## config.mk

```make
export PLATFORM = sky130hd
export DESIGN_NAME = psram_arb
export DESIGN_NICKNAME = d
export VERILOG_FILES = /design/src/rtl/psram_arb.sv
export SDC_FILE = /design/constraint.sdc
export NUM_CORES = 1
export LEC_CHECK = 0
export CORE_MARGIN = 4
export CORE_UTILIZATION = 46
export DETAILED_ROUTE_END_ITERATION = 10
export MAX_ROUTING_LAYER = met4
export PLACE_DENSITY = 0.92
export SYNTH_ARGS = -nofsm -noshare
export SYNTH_HDL_FRONTEND = slang
export SYNTH_SLANG_ARGS = --single-unit
```

## constraint.sdc

```tcl
create_clock -name i_clk -period 6.7 [get_ports i_clk]
set_clock_uncertainty 0.1 [all_clocks]
set_input_delay 1.34 -clock i_clk [delete_from_list [all_inputs] [get_ports i_clk]]
set_output_delay 1.34 -clock i_clk [all_outputs]
set_load 0.01 [all_outputs]
```

## src/rtl/psram_arb.sv

```systemverilog
// Two-requester PSRAM arbiter: high-priority cart reads, low-priority PI read/write, burst-limited.
// Optional read preemption of PI reads by a new cart request when ARB_PREEMPT_EN is defined.
module psram_arb #(
    parameter int ADDR_W   = 22,
    parameter int DATA_W   = 16,
    parameter int ACC_CYC  = 4,
    parameter int REC_CYC  = 1,
    parameter int MAX_CART = 4
) (
    input  logic              i_clk,
    input  logic              i_rst,
    input  logic              i_cart_req,
    input  logic [ADDR_W-1:0] i_cart_addr,
    output logic              o_cart_ack,
    output logic [DATA_W-1:0] o_cart_dat,
    input  logic              i_pi_req,
    input  logic              i_pi_we,
    input  logic [ADDR_W-1:0] i_pi_addr,
    input  logic [DATA_W-1:0] i_pi_dwr,
    output logic              o_pi_ack,
    output logic [DATA_W-1:0] o_pi_drd,
    output logic [ADDR_W-1:0] o_mem_addr,
    output logic [DATA_W-1:0] o_mem_dout,
    input  logic [DATA_W-1:0] i_mem_din,
    output logic              o_mem_ce,
    output logic              o_mem_oe,
    output logic              o_mem_we,
    output logic              o_busy
);

    typedef enum logic [1:0] {ST_IDLE, ST_CART, ST_PI, ST_RECOV} state_t;

    localparam logic [3:0] ACC_LD    = 4'(ACC_CYC - 1);
    localparam logic [3:0] REC_LD    = 4'(REC_CYC - 1);
    localparam logic [3:0] BURST_MAX = 4'(MAX_CART);

    state_t              r_state, w_state_nxt;
    logic [3:0]          r_cnt;
    logic [3:0]          r_burst;
    logic                r_src_pi;
    logic                r_cart_ack, r_pi_ack;
    logic [DATA_W-1:0]   r_cart_dat, r_pi_drd;
    logic [ADDR_W-1:0]   r_mem_addr;
    logic [DATA_W-1:0]   r_mem_dout;
    logic                r_mem_ce, r_mem_oe, r_mem_we;
    logic                w_grant_cart, w_grant_pi, w_abort;
`ifdef ARB_PREEMPT_EN
    logic                r_cart_req_d;
    logic                r_preempted;
`endif

    always_comb begin
        w_state_nxt  = r_state;
        w_grant_cart = 1'b0;
        w_grant_pi   = 1'b0;
        w_abort      = 1'b0;
`ifdef ARB_PREEMPT_EN
        // Only a fresh cart request may interrupt, and only one PI read per request.
        w_abort = (r_state == ST_PI) && r_mem_oe && !r_preempted && i_cart_req && !r_cart_req_d;
`endif
        case (r_state)
            ST_IDLE: begin
                if (i_cart_req && (!i_pi_req || r_burst < BURST_MAX)) begin
                    w_grant_cart = 1'b1;
                    w_state_nxt  = ST_CART;
                end else if (i_pi_req) begin
                    w_grant_pi  = 1'b1;
                    w_state_nxt = ST_PI;
                end
            end
            ST_CART: if (r_cnt == 4'd0) w_state_nxt = ST_RECOV;
            ST_PI:   if (w_abort || r_cnt == 4'd0) w_state_nxt = ST_RECOV;
            ST_RECOV: if (r_cnt == 4'd0) w_state_nxt = ST_IDLE;
            default: w_state_nxt = ST_IDLE;
        endcase
    end

    always_ff @(posedge i_clk or posedge i_rst) begin
        if (i_rst) begin
            r_state    <= ST_IDLE;
            r_cnt      <= '0;
            r_burst    <= '0;
            r_src_pi   <= 1'b0;
            r_cart_ack <= 1'b0;
            r_pi_ack   <= 1'b0;
            r_cart_dat <= '0;
            r_pi_drd   <= '0;
            r_mem_addr <= '0;
            r_mem_dout <= '0;
            r_mem_ce   <= 1'b0;
            r_mem_oe   <= 1'b0;
            r_mem_we   <= 1'b0;
`ifdef ARB_PREEMPT_EN
            r_cart_req_d <= 1'b0;
            r_preempted  <= 1'b0;
`endif
        end else begin
            r_state    <= w_state_nxt;
            r_cart_ack <= 1'b0;
            r_pi_ack   <= 1'b0;
`ifdef ARB_PREEMPT_EN
            r_cart_req_d <= i_cart_req;
`endif
            case (r_state)
                ST_IDLE: begin
                    if (w_grant_cart || w_grant_pi) begin
                        r_src_pi   <= w_grant_pi;
                        r_mem_addr <= w_grant_pi ? i_pi_addr : i_cart_addr;
                        r_mem_ce   <= 1'b1;
                        r_mem_oe   <= w_grant_cart || !i_pi_we;
                        r_mem_we   <= w_grant_pi && i_pi_we;
                        r_cnt      <= ACC_LD;
                    end
                    if (w_grant_pi) r_mem_dout <= i_pi_dwr;
                    if (w_grant_pi || !i_pi_req)
                        r_burst <= '0;
                    else if (w_grant_cart && r_burst < BURST_MAX)
                        r_burst <= r_burst + 4'd1;
`ifdef ARB_PREEMPT_EN
                    if (!i_pi_req) r_preempted <= 1'b0;
`endif
                end
                ST_CART, ST_PI: begin
                    if (w_state_nxt == ST_RECOV) begin
                        r_mem_ce <= 1'b0;
                        r_mem_oe <= 1'b0;
                        r_mem_we <= 1'b0;
                        r_cnt    <= REC_LD;
                        // Last access clock: read data is valid on the bus now.
                        if (!w_abort) begin
                            if (r_src_pi) begin
                                r_pi_ack <= 1'b1;
                                if (!r_mem_we) r_pi_drd <= i_mem_din;
                            end else begin
                                r_cart_ack <= 1'b1;
                                r_cart_dat <= i_mem_din;
                            end
                        end
`ifdef ARB_PREEMPT_EN
                        if (r_src_pi) r_preempted <= w_abort;
`endif
                    end else begin
                        r_cnt <= r_cnt - 4'd1;
                    end
                end
                ST_RECOV: if (r_cnt != 4'd0) r_cnt <= r_cnt - 4'd1;
                default: ;
            endcase
        end
    end

    assign o_cart_ack = r_cart_ack;
    assign o_cart_dat = r_cart_dat;
    assign o_pi_ack   = r_pi_ack;
    assign o_pi_drd   = r_pi_drd;
    assign o_mem_addr = r_mem_addr;
    assign o_mem_dout = r_mem_dout;
    assign o_mem_ce   = r_mem_ce;
    assign o_mem_oe   = r_mem_oe;
    assign o_mem_we   = r_mem_we;
    assign o_busy     = (r_state != ST_IDLE);

endmodule
```

==> qor.csv <==
metric,value,unit
largest net degree at the start of global routing,87,
Remaining DRCs,0,
#FFs+latches synth,86,
Pwr Density,451,mW/mm2
Fmax,0.259,GHz
initial drt markers,103,
clock sinks,86,
largest family of logic cells by synthesized area,multiplexers,
core area,0.00777,mm2
Final GP Congestion,0.864,
DIE AREA,0.00950,mm2
Worst Path Arrival,4.05,ns
worst hold slack,0.387,ns
vias in the first global route,3062,
number of vias per cell,5.09,
Final Max Tran Viols,0,
Final ANT Viol Nets,0,
Syn Nets,374,
Tmin final,3.86,ns
leak pwr,2.47,nW
post-CTS sizing,0,
H-tree levels,3,
Post-DP HPWL,6980,um
Simple-Gate Fraction of Synth Area,9.45,%
Final Cycle Share,57.7,%
CP startpoint kind,input pin,
CP Capture Type,flop,
Syn Inst Count,288,
total power,2.48,mW
HP Class,reg2reg,
initial antenna violation count,0,
worst setup margin,2.84,ns
syn_area_per_cell,12.8,um2
I/O pins,157,
layout filler cell count,570,
CP Buf/Inv Count,1,
Vias,2786,
Compound-Gate Fraction of Synth Area,9.62,%
layout cells sized above 1,16.4,%
slew at the pin with the worst max-slew slack,1.22,ns
setup TNS,0,ns
Initial Utilization,47.4,%
post-synthesis sequential area ratio,58.5,%
clk slew on worst S/H paths,0.09,ns
Worst VDD drop,0.219,mV
CP max stage cell,nor2_1,
Yosys Warn Count,0,
CTS tree,done,
register area,0.00215,mm2
hold_buf cts,0,
Synth Area in Adders,1.70,%
Worst path top cell family by delay,simple AND/OR/NAND/NOR gates,
max cap viols,0,
Multi-input gate area,0.00141,mm2
Crit Path Max Fanout,41,
Area Growth Syn to Fin,49.1,%
critical path cell sequence,"clkdlybuf4s50_1, or3b_1, and3_2, nor2_1, nand2_1, nand2_1",
critical path class,in2reg,
Mapped Area,0.00368,mm2
Die W,97.5,um
GRT Residual Overflow,0,
GRT Total Usage,21.1,%
clock root buffer,clkbuf_8,
row count,32,
"commonest non-fill, non-tap cells in the layout","clkdlybuf4s50_1 (156), dfrtp_1 (86), nand2_1 (49)",
first-pass GRT wire length,15600,um
"Core Util, Final",70.7,%
outcome,completed,
Antenna Cells,0,
PortBufs,156,
most repeated library cell on the critical path,nand2_1,
clock latency on the worst-skew pair,0.35,ns
Rel. slew slack,18.1,%
WL/cell,17.5,um
postcts setup bufs,0,
DR pass1 iterations,4,
max incr delay on CP,1.04,ns
Num CTS Buffers,9,
"most common cell after layout, fill and taps aside",clkdlybuf4s50_1,
Place WS,2.48,ns
RSZ-0062 raised after global routing,no,
Post-Synth XOR/XNOR Area,0.476,%
nets,526,
post-synth cell types,40,
total wire length,9580,um
mux cell area share after synthesis,16.9,%
Die H,97.5,um
Crit path required time,6.89,ns
Final Setup Violations,0,
clock buffer depth,2,
Fin. Hold Viols,0,
==> final timing paths <==
kind / slack [ns] / cells past startpoint / endpoint / from
worst min register to register: 0.39 / 2 / o_mem_addr[10] / o_mem_addr[10]
worst max register to register: 3.74 / 7 / o_mem_addr[19] / r_state[1]
worst min-delay path: 0.39 / 2 / o_mem_addr[10] / o_mem_addr[10]
worst max-delay path: 2.84 / 6 / o_mem_addr[13] / i_cart_req
min in group asynchronous: 1.53 / 3 / o_cart_dat[6] / i_rst
max in group asynchronous: 4.28 / 3 / o_mem_dout[2] / i_rst
==> final cells by class <==
class	count	area share, %
sequential	86	39.2
timing repair buffer	157	28.6
multi-input combinational	175	25.6
clock buffer	10	2.51
tap	102	2.33
clock inverter	6	0.957
inverter	11	0.775
==> report_power, final <==
group | internal (mW) | total (mW) | switching, mW
logic | 0.692 | 1.23 | 0.542
clock network | 0.151 | 0.347 | 0.196
registers | 0.755 | 0.895 | 0.140
==> flip-flops by register name, indices dropped and copies added, names as in the netlist, 2 cells and up <==
register	cells
o_cart_dat	16
o_mem_addr	22
o_mem_dout	16
o_pi_drd	16
r_burst	4
r_cnt	4
r_state	2
==> through the flow <==
stage                     std cells  area, um2
final                           547       5490
after global routing            547       5490
after CTS                       547       5490
after detailed placement        531       5300
after global placement          531       5300
after floorplan                 288       3680
==> kinds of logic after synthesis <==
family,count (synthesis)
AO/OA/AOI/OAI,46
XOR/XNOR,2
adder cells (fa/ha/maj),5
buffers and inverters,27
flip-flops,86
multiplexers,49
AND/OR/NAND/NOR,73
==> cells in the mapped netlist <==
cell,number,area share (%)
dfrtp_1,86,58
nand2_1,49,5.0
mux2_2,29,8.9
a22oi_1,22,4.5
mux2_4,19,7.7
inv_1,11,1.1
nor2_1,7,0.71
buf_2,6,0.82
clkbuf_1,5,0.51
ha_1,5,1.7
nor3_1,5,0.68
o21ai_0,4,0.54
a22o_1,3,0.71
nand3_1,3,0.41
a32o_1,2,0.54
and3_1,2,0.34
buf_1,2,0.20
buf_6,2,0.61
nand4_4,2,1.2
o21a_1,2,0.41
o21ai_1,2,0.27
xnor2_1,2,0.48
a211oi_1,1,0.20
a21o_1,1,0.20
a21oi_1,1,0.14
a32oi_1,1,0.24
and2_1,1,0.17
clkbuf_2,1,0.14
mux2i_1,1,0.27
nor2b_1,1,0.17
nor3b_2,1,0.34
nor4b_1,1,0.24
o21ai_4,1,0.44
o21ba_2,1,0.27
o21bai_1,1,0.20
o2bb2ai_1,1,0.24
o31ai_1,1,0.20
o32a_1,1,0.27
o32ai_1,1,0.24
or3b_1,1,0.24
==> metal layers <==
metal / GRT usage, % / routed length, um / vias to the layer above
li1: - / - / 1307
met1: 23.9 / 3780 / 1350
met2: 37.1 / 5040 / 105
met3: 3.37 / 409 / 24
met4: 9.05 / 345 / 0
met5: - / 0 / -
==> worst register-to-register path, delay by kind of cell, from the launching register on <==
kind | cells | cell delay, ns
AND/OR/NAND/NOR | 5 | 1.83
buffers and inverters | 1 | 0.09
adder cells (fa/ha/maj) | 1 | 0.40
flip-flops | 1 | 0.44
No activity file was read; power rests on OpenSTA's default activity.
